$ cat src/rtl/cfg_dispatch_if.sv
// Command and engine-side signal bundle for cfg_dispatch.
// master = command source / engine side, slave = the dispatcher.
interface cfg_dispatch_if #(
    parameter int CWIDTH = 32,
    parameter int NUM_CH = 4,
    parameter int CNT_W  = 16
);
    logic                     cfg_valid;
    logic                     cfg_busy;
    logic [NUM_CH-1:0]        cfg_mask;
    logic [NUM_CH*CWIDTH-1:0] cfg_data;
    logic [NUM_CH-1:0]        ch_start;
    logic [NUM_CH*CWIDTH-1:0] ch_cfg;
    logic [NUM_CH-1:0]        ch_done;
    logic                     cmd_done;
    logic [CNT_W-1:0]         cmd_cnt;
    logic                     idle;

    modport master (
        output cfg_valid, cfg_mask, cfg_data, ch_done,
        input  cfg_busy, ch_start, ch_cfg, cmd_done, cmd_cnt, idle
    );

    modport slave (
        input  cfg_valid, cfg_mask, cfg_data, ch_done,
        output cfg_busy, ch_start, ch_cfg, cmd_done, cmd_cnt, idle
    );
endinterface

$ cat src/rtl/cfg_dispatch.sv
// NUM_CH-channel configuration dispatcher: FIFO-queued commands, issued to masked engines, retired in order.
// Optional WAIT watchdog enabled by defining CFG_DISPATCH_TIMEOUT_EN (adds TO_CYCLES and timeout_err).
module cfg_dispatch #(
    parameter int CWIDTH = 32,
    parameter int NUM_CH = 4,
    parameter int DEPTH  = 4,
    parameter int CNT_W  = 16
`ifdef CFG_DISPATCH_TIMEOUT_EN
   ,parameter int TO_CYCLES = 1024
`endif
) (
    input  logic clk,
    input  logic rst,
    cfg_dispatch_if.slave bus
`ifdef CFG_DISPATCH_TIMEOUT_EN
   ,output logic timeout_err
`endif
);
    localparam int AW = $clog2(DEPTH);
    localparam int DW = NUM_CH * CWIDTH;
    localparam int EW = NUM_CH + DW;

    typedef enum logic [1:0] {S_IDLE, S_ISSUE, S_WAIT, S_RETIRE} state_t;

    state_t           state_q, state_d;
    logic [EW-1:0]    fifo_mem [DEPTH];
    logic [AW-1:0]    wr_ptr_q, wr_ptr_d;
    logic [AW-1:0]    rd_ptr_q, rd_ptr_d;
    logic [AW:0]      count_q, count_d;
    logic [NUM_CH-1:0] cur_mask_q, cur_mask_d;
    logic [NUM_CH-1:0] pending_q, pending_d;
    logic [DW-1:0]    ch_cfg_q, ch_cfg_d;
    logic [CNT_W-1:0] cmd_cnt_q, cmd_cnt_d;

    logic              push, pop, fifo_full, fifo_empty;
    logic [NUM_CH-1:0] head_mask;
    logic [DW-1:0]     head_data;
    logic [NUM_CH-1:0] ch_start;
    logic              cmd_done;

`ifdef CFG_DISPATCH_TIMEOUT_EN
    localparam int TW = $clog2(TO_CYCLES + 1);
    logic [TW-1:0] to_cnt_q, to_cnt_d;
    logic          timeout_err_q, timeout_err_d;
`endif

    // Full blocks the push even when a pop happens in the same cycle.
    assign fifo_full  = (count_q == (AW+1)'(DEPTH));
    assign fifo_empty = (count_q == '0);
    assign push       = bus.cfg_valid && !fifo_full;
    assign {head_mask, head_data} = fifo_mem[rd_ptr_q];

    always_ff @(posedge clk) begin
        if (push) fifo_mem[wr_ptr_q] <= {bus.cfg_mask, bus.cfg_data};
    end

    always_comb begin
        wr_ptr_d = wr_ptr_q;
        rd_ptr_d = rd_ptr_q;
        count_d  = count_q;
        if (push) wr_ptr_d = wr_ptr_q + AW'(1);
        if (pop)  rd_ptr_d = rd_ptr_q + AW'(1);
        case ({push, pop})
            2'b10:   count_d = count_q + (AW+1)'(1);
            2'b01:   count_d = count_q - (AW+1)'(1);
            default: count_d = count_q;
        endcase
    end

    always_comb begin
        state_d    = state_q;
        cur_mask_d = cur_mask_q;
        pending_d  = pending_q;
        ch_cfg_d   = ch_cfg_q;
        cmd_cnt_d  = cmd_cnt_q;
        pop        = 1'b0;
        ch_start   = '0;
        cmd_done   = 1'b0;
`ifdef CFG_DISPATCH_TIMEOUT_EN
        to_cnt_d      = to_cnt_q;
        timeout_err_d = timeout_err_q;
`endif
        case (state_q)
            S_IDLE: begin
                if (!fifo_empty) begin
                    pop        = 1'b1;
                    cur_mask_d = head_mask;
                    pending_d  = head_mask;
                    // Unaddressed channels keep their previous configuration word.
                    for (int i = 0; i < NUM_CH; i++) begin
                        if (head_mask[i]) ch_cfg_d[i*CWIDTH +: CWIDTH] = head_data[i*CWIDTH +: CWIDTH];
                    end
                    state_d = S_ISSUE;
                end
            end
            S_ISSUE: begin
                ch_start = cur_mask_q;
                state_d  = (|cur_mask_q) ? S_WAIT : S_RETIRE;
`ifdef CFG_DISPATCH_TIMEOUT_EN
                to_cnt_d = '0;
`endif
            end
            S_WAIT: begin
                pending_d = pending_q & ~bus.ch_done;
`ifdef CFG_DISPATCH_TIMEOUT_EN
                to_cnt_d = to_cnt_q + TW'(1);
                if (pending_d == '0) begin
                    state_d = S_RETIRE;
                end else if (to_cnt_q == TW'(TO_CYCLES - 1)) begin
                    pending_d     = '0;
                    timeout_err_d = 1'b1;
                    state_d       = S_RETIRE;
                end
`else
                if (pending_d == '0) state_d = S_RETIRE;
`endif
            end
            S_RETIRE: begin
                cmd_done  = 1'b1;
                cmd_cnt_d = cmd_cnt_q + CNT_W'(1);
                state_d   = S_IDLE;
            end
            default: state_d = S_IDLE;
        endcase
    end

    always_ff @(posedge clk) begin
        if (rst) begin
            state_q    <= S_IDLE;
            wr_ptr_q   <= '0;
            rd_ptr_q   <= '0;
            count_q    <= '0;
            cur_mask_q <= '0;
            pending_q  <= '0;
            ch_cfg_q   <= '0;
            cmd_cnt_q  <= '0;
        end else begin
            state_q    <= state_d;
            wr_ptr_q   <= wr_ptr_d;
            rd_ptr_q   <= rd_ptr_d;
            count_q    <= count_d;
            cur_mask_q <= cur_mask_d;
            pending_q  <= pending_d;
            ch_cfg_q   <= ch_cfg_d;
            cmd_cnt_q  <= cmd_cnt_d;
        end
    end

`ifdef CFG_DISPATCH_TIMEOUT_EN
    always_ff @(posedge clk) begin
        if (rst) begin
            to_cnt_q      <= '0;
            timeout_err_q <= 1'b0;
        end else begin
            to_cnt_q      <= to_cnt_d;
            timeout_err_q <= timeout_err_d;
        end
    end

    assign timeout_err = timeout_err_q;
`endif

    assign bus.cfg_busy = fifo_full;
    assign bus.ch_start = ch_start;
    assign bus.ch_cfg   = ch_cfg_q;
    assign bus.cmd_done = cmd_done;
    assign bus.cmd_cnt  = cmd_cnt_q;
    assign bus.idle     = (state_q == S_IDLE) && fifo_empty;

endmodule

$ cat src/flat_wrapper.sv
// flat-port wrapper written by rule: the top's interface ports become plain ports
module cfg_dispatch_flat 
#(
    parameter int CWIDTH = 32,
    parameter int NUM_CH = 4,
    parameter int DEPTH  = 4,
    parameter int CNT_W  = 16

)
  (clk, rst, bus_cfg_valid, bus_cfg_mask, bus_cfg_data, bus_ch_done, bus_cfg_busy, bus_ch_start, bus_ch_cfg, bus_cmd_done, bus_cmd_cnt, bus_idle);
  cfg_dispatch_if #(.CWIDTH(CWIDTH), .NUM_CH(NUM_CH), .CNT_W(CNT_W)) bus_i ();
  input  logic clk;
  input  logic rst;
  input wire logic [$bits(bus_i.cfg_valid)-1:0] bus_cfg_valid;
  input wire logic [$bits(bus_i.cfg_mask)-1:0] bus_cfg_mask;
  input wire logic [$bits(bus_i.cfg_data)-1:0] bus_cfg_data;
  input wire logic [$bits(bus_i.ch_done)-1:0] bus_ch_done;
  output wire logic [$bits(bus_i.cfg_busy)-1:0] bus_cfg_busy;
  output wire logic [$bits(bus_i.ch_start)-1:0] bus_ch_start;
  output wire logic [$bits(bus_i.ch_cfg)-1:0] bus_ch_cfg;
  output wire logic [$bits(bus_i.cmd_done)-1:0] bus_cmd_done;
  output wire logic [$bits(bus_i.cmd_cnt)-1:0] bus_cmd_cnt;
  output wire logic [$bits(bus_i.idle)-1:0] bus_idle;
  assign bus_i.cfg_valid = bus_cfg_valid;
  assign bus_i.cfg_mask = bus_cfg_mask;
  assign bus_i.cfg_data = bus_cfg_data;
  assign bus_i.ch_done = bus_ch_done;
  assign bus_cfg_busy = bus_i.cfg_busy;
  assign bus_ch_start = bus_i.ch_start;
  assign bus_ch_cfg = bus_i.ch_cfg;
  assign bus_cmd_done = bus_i.cmd_done;
  assign bus_cmd_cnt = bus_i.cmd_cnt;
  assign bus_idle = bus_i.idle;
  cfg_dispatch #(.CWIDTH(CWIDTH), .NUM_CH(NUM_CH), .DEPTH(DEPTH), .CNT_W(CNT_W)) u_core (.clk(clk), .rst(rst), .bus(bus_i));
endmodule
$ cat config.mk
export PLATFORM = sky130hd
export DESIGN_NAME = cfg_dispatch_flat
export DESIGN_NICKNAME = d
export VERILOG_FILES = /design/src/rtl/cfg_dispatch_if.sv /design/src/rtl/cfg_dispatch.sv /design/src/flat_wrapper.sv
export SDC_FILE = /design/constraint.sdc
export NUM_CORES = 1
export LEC_CHECK = 0
export ABC_AREA = 1
export BUFFER_PORTS_ARGS = -buffer_cell sky130_fd_sc_hd__buf_4
export CORE_AREA = 2 2 173 303
export CTS_CLUSTER_SIZE = 24
export DETAILED_ROUTE_END_ITERATION = 16
export DIE_AREA = 0 0 175 305
export PLACE_DENSITY_LB_ADDON = 0.08
export SETUP_SLACK_MARGIN = 0.15
export SYNTH_ARGS = -nofsm -noshare
export SYNTH_HDL_FRONTEND = slang
export SYNTH_SLANG_ARGS = --single-unit
$ cat constraint.sdc
create_clock -name clk -period 6.9 [get_ports clk]
set_input_delay 1.035 -clock clk [delete_from_list [all_inputs] [get_ports clk]]
set_output_delay 1.035 -clock clk [all_outputs]
set_load 0.02 [all_outputs]
==> reports/metrics.cfg, run 1 <==
[finish]
layout_common_cells=550 x nor2_1, 528 x edfxtp_1, 355 x o21ai_0
fin_nets=2489
area_delta_synth_final_pct=16.9
stdcell_count=3065
layout_commonest_cell=nor2_1
nFillCells=4182
final_cell_area_mm2=0.0301
multi_input_area_mm2=0.00569
drive_gt1_share_pct=17.3
postLayoutCoreUtil_pct=58.9
layout.area.seq_mm2=0.0191

[sta]
whs_ps=488
slew_viol_final=0
final-hold-violation-count=0
fmax_mhz=268
relSlewSlack_pct=20.6
finalSetupViolCount=0
worstMarginPinSlew_ps=1190
rsz0062_at_grt=false
finClkSkew_ps=18.7
final.min_clock_period_ps=3740
period_share_pct=54.1

[setup_path]
cp_top_family=buffers and inverters
worstSetupPathType=reg -> reg
start_kind=register
crit_buf_inv=2
cp_max_fo=104
timing.rr.end=u_core.bus.ch_cfg[82]
crit_required_ps=7380
slowest_delay_ps=890
cpMaxStageDelayCell=buf_4
crit_path_end_kind=register
ff2ff_path_depth=8
rrSetupSlack_ps=3160
cp.arrival_ps=4220
cpMostUsedCell=nor2_1
path_cells=buf_4 > nand2_1 > nand3_1 > nand2_2 > nor2_4 > inv_2 > nor2_1 > nor2_1

[floorplan]
die_area_mm2=0.0534
core_area_mm2=0.0511
fp.dieW_um=175
initial_core_util_pct=50.4
dieHeight_um=305
ios=290
num_rows=110

[routing]
first_pass_iters=5
viasPerCell=5.50
drt_iter0_drc=1065
dr_total_vias=16900
drc_errors=0
drt-wirelength-per-cell_um=20.4
ant_nets=0
wl_um=62400

[clock_network]
hold_buffers=0
root_buffer=clkbuf_16
clkTransAtPathRegs_ps=70
cts_tree=yes
cts_resized=0
clock_sinks=691
clockBufferDepth=3
numCtsBuffers=58
cts_setup_buffers=0
htreeDepth=2
clock_latency_ps=600

[place]
dp_hpwl_um=34900
gp_congestion=0.775
placed_cells=2950
port_buffers=289
placed_area_mm2=0.0282

[run_status]
status=finished, final reports clean

[grt]
grt_max_degree=161
grt.busiest_layer=met2
grt_pass1_vias=16700
met1_usage_pct=27.3
antenna_found_initial=8
gr-usage-met3_pct=4.40
gr-total-overflow=0
grt_usage_pct=22.8
grtUsageMet2_pct=40.8
grt_pass1_wl_um=93900

[power]
p_leak_uw=0.0111
peakVddDrop_v=0.000293
finalPower_uw=12800
power_density_mw_per_mm2=424

[job]
cap_viol_max_count=0

[synthesis]
yosysWarnings=0
yosysSeqAreaShare_pct=74.3
synth_cell_types=31
avgSynthCellArea_um2=12.2
synth_area_mm2=0.0257
ys_seq_elements=691
synth_nets=2252
syn_inst=2101

[worst_hold_path]
hold_depth=2
worstHoldStart=u_core.cur_mask_q[0]
min_path_type=reg -> reg
whs_endpoint=u_core.cur_mask_q[0]

-- state kept, by name, indices dropped and copies added (netlist names), named ones only --
| name | cells |
|---|---|
| u_core.fifo_mem | 528 |
| u_core.bus.ch_cfg | 128 |
| u_core.bus.cmd_cnt | 16 |
| u_core.cur_mask_q | 4 |
| u_core.pending_q | 4 |
| u_core.count_q | 3 |
| u_core.rd_ptr_q | 2 |
| u_core.state_q | 2 |
| u_core.wr_ptr_q | 2 |
-- logic make-up (layout without fill, tap and decap cells) --
group	Yosys count	count (layout)	share of synthesized area, %
DFF	691	691	74.3
and+or+nand+nor	658	658	9.93
AOI/OAI and AO/OA	553	553	11.4
buffers and inverters	186	472	3.63
adders and majority gates	12	12	0.613
xor gates and xnor gates	1	1	0.0341
other	0	6	0
-- tightest hold or removal path, cell delays in order, from the launching register on --
cell and delay [ps]:
dfxtp_1 320, nand2_1 60, a21oi_1 60
-- cells in the mapped netlist --
master    count  area share, %
o21ai_0     355            6.9
and3_1        1          0.024
nand3_1      22           0.43
a211oi_1      1          0.029
o211ai_1      4           0.12
inv_4         3          0.073
o21ai_1      44           0.86
nand3b_1      1          0.029
inv_2         5          0.073
clkbuf_1     49           0.72
a21oi_1      20           0.39
nand4_1       3          0.073
fa_1          1          0.078
clkbuf_2     12           0.23
ha_1         11           0.54
nor3_1        2          0.039
buf_2        36           0.70
o21bai_1      1          0.029
nand2_1      67           0.98
buf_4        17           0.50
or2_0         1          0.024
nor2_4        4           0.18
edfxtp_1    528             62
xnor2_1       1          0.034
o22ai_1     128            3.1
inv_1        48           0.70
buf_6        14           0.61
buf_1         2          0.029
dfxtp_1     163             13
nand2_2       3          0.073
nor2_1      554            8.1
-- per-layer routing --
layer | vias to the layer above | share of wire [%]
met2 | 514 | 52
li1 | 7938 | -
met1 | 8314 | 39
met4 | 4 | 2.8
met5 | - | 0.043
met3 | 90 | 6.0
-- report_power, final --
part	switching (uW)	internal, uW
Sequential	430	5280
Clock	1420	1770
Combinational	2620	1230
-- stage by stage --
stage | setup slack [ps] | TNS [ps]
3_5_place_dp | 3210 | 0
2_1_floorplan | -418 | -220550
5_1_grt | 2900 | 0
3_3_place_gp | 3340 | 0
6_report | 3160 | 0
4_1_cts | 3190 | 0
-- area by class of cell --
class | instances | share of cell area [%]
Sequential cell | 691 | 63.6
Multi-Input combinational cell | 1224 | 18.9
Antenna cell | 6 | 0.0499
Clock inverter | 25 | 0.574
Clock buffer | 84 | 5.60
Inverter | 56 | 0.766
Tap cell | 672 | 2.80
Timing Repair Buffer | 307 | 7.67
-- worst max-delay path by stage --
stage	endpoint	cells after the start
CTS	u_core.bus.ch_cfg[82]	8
finish	u_core.bus.ch_cfg[82]	8
detailed placement	u_core.bus.ch_cfg[82]	8
global route	u_core.bus.ch_cfg[82]	8
floorplan	u_core.fifo_mem[0][0]	2
global placement	u_core.bus.ch_cfg[64]	8
Power figures use the tool's default switching activity.
==> run 2: changes to the inputs <==
clock period = 3.05 ns   (was 6.9 ns; I/O delays follow)
==> run 2 against run 1 <==
- sequential power is 120% higher
- highest routed layer unchanged
- critical path type unchanged
- sequential share of layout area is 0.56 points lower
- register-to-register slack worse by 2800 ps
- clock power is 140% higher
- hold slack worse by 450 ps
- critical endpoint is now u_core.bus.ch_cfg[86]
- critical path depth is 1 lower
- wire length is 0.78% lower
- via count is 0.53% lower
- flip-flop and latch count stayed put
- fmax is 41% higher
==> reports/metrics.cfg, run 2 (synthesis gave the netlist of run 1 again) <==
[sta]
rsz0062_at_grt=false
final-hold-violation-count=0
fin_ws_ps=399
slew_viol_final=0
finalSetupViolCount=0
whs_ps=41.1
fin_setup_tns_ps=0
finClkSkew_ps=18.3
final.min_clock_period_ps=2650
worstMarginPinSlew_ps=1140
period_share_pct=86.9
fmax_mhz=377
relSlewSlack_pct=24.3

[routing]
viasPerCell=5.45
drt-wirelength-per-cell_um=20.1
first_pass_iters=4
wl_um=61900
ant_nets=0
dr_total_vias=16800
drt_iter0_drc=1205
drc_errors=0

[clock_network]
numCtsBuffers=59
cts_tree=yes
clkTransAtPathRegs_ps=70
clock_sinks=691
cts_setup_buffers=0
cts_resized=0
hold_buffers=0
clock_latency_ps=610
clockBufferDepth=3
htreeDepth=2
root_buffer=clkbuf_16

[finish]
nFillCells=4194
drive_gt1_share_pct=17.8
final_cell_area_mm2=0.0303
largest_reg_flops=528
layout_commonest_cell=nor2_1
area_delta_synth_final_pct=18.0
fin_nets=2496
regMostFlops=u_core.fifo_mem
layout_common_cells=550 x nor2_1, 528 x edfxtp_1, 355 x o21ai_0

[floorplan]
fp.dieW_um=175
dieHeight_um=305
num_rows=110
die_area_mm2=0.0534
initial_core_util_pct=50.4
ios=290
core_area_mm2=0.0511

[place]
port_buffers=289
placed_area_mm2=0.0284
dp_hpwl_um=34900
gp_congestion=0.751
pre_cts_slack_ps=359

[worst_hold_path]
hold_depth=1
min_path_type=in -> reg

[run_status]
status=finished, final reports clean

[setup_path]
cp_max_fo=33
ff2ff_path_depth=7
start_kind=register
reg2reg_from=u_core.state_q[0]
cp-startpoint=u_core.state_q[0]
rrSetupSlack_ps=400
cp.arrival_ps=3150
crit_required_ps=3550
crit_path_end_kind=register
timing.rr.end=u_core.bus.ch_cfg[86]
worstSetupPathType=reg -> reg
endpoint=u_core.bus.ch_cfg[86]

[power]
finalPower_uw=29300
peakVddDrop_v=0.000734
power_density_mw_per_mm2=964
p_leak_uw=0.0112

[job]
cap_viol_max_count=0

[grt]
grt_pass1_vias=16700
grt_pass1_wl_um=94400
gr-total-overflow=0
antenna_found_initial=10
grt_usage_pct=22.9
grt_max_degree=103

run 2: critical path: stages, from the launching register on:
cell and delay, ps:
dfxtp_1 350, inv_1 130, ha_1 220, nand2_2 230, nor2_4 760, inv_2 510, nor2_1 240, nor2_1 60
run 2: layout make-up:
cell class / instances / area (um2) / area share, %
flip-flops and latches: 691 / 19100 / 63.1
inverters: 56 / 230 / 0.759
repair buffers: 313 / 2440 / 8.03
multi-input cells: 1224 / 5720 / 18.9
diodes: 8 / 20.0 / 0.0660
clock inverters: 20 / 225 / 0.742
clock buffers: 92 / 1730 / 5.71
well taps: 672 / 841 / 2.77
run 2: through the flow:
step | cells | utilization (%)
final | 3076 | 59.4
after global routing | 3076 | 59.4
after CTS | 3068 | 59.4
after detailed placement | 2956 | 55.5
after global placement | 2956 | 55.5
after floorplan | 2101 | -
run 2: routing by layer:
metal  vias to the layer above  GRT usage (%)  share of wire [%]
met5                         -              0              0.042
met4                         4           9.65                3.4
met3                       108           4.54                5.6
met2                       464           40.6                 51
met1                      8227           27.1                 39
li1                       7967              -                  -
run 2: worst min-delay path by stage:
stage	start	endpoint	slack, ps
6_report	bus_cfg_data[10]	u_core.fifo_mem[1][10]	40
2_1_floorplan	u_core.cur_mask_q[1]	u_core.cur_mask_q[1]	460
3_3_place_gp	u_core.cur_mask_q[1]	u_core.cur_mask_q[1]	470
4_1_cts	bus_cfg_data[77]	u_core.fifo_mem[3][77]	4
5_1_grt	bus_cfg_data[81]	u_core.fifo_mem[3][81]	10
3_5_place_dp	u_core.cur_mask_q[1]	u_core.cur_mask_q[1]	480
run 2: power breakdown:
group | leakage [uW] | total (uW) | internal [uW] | switching [uW]
registers | 0.00618 | 12700 | 11900 | 780
clock network | 0.000957 | 7530 | 4250 | 3280
logic | 0.00402 | 9000 | 2860 | 6140
total | 0.0112 | 29300 | 19100 | 10200
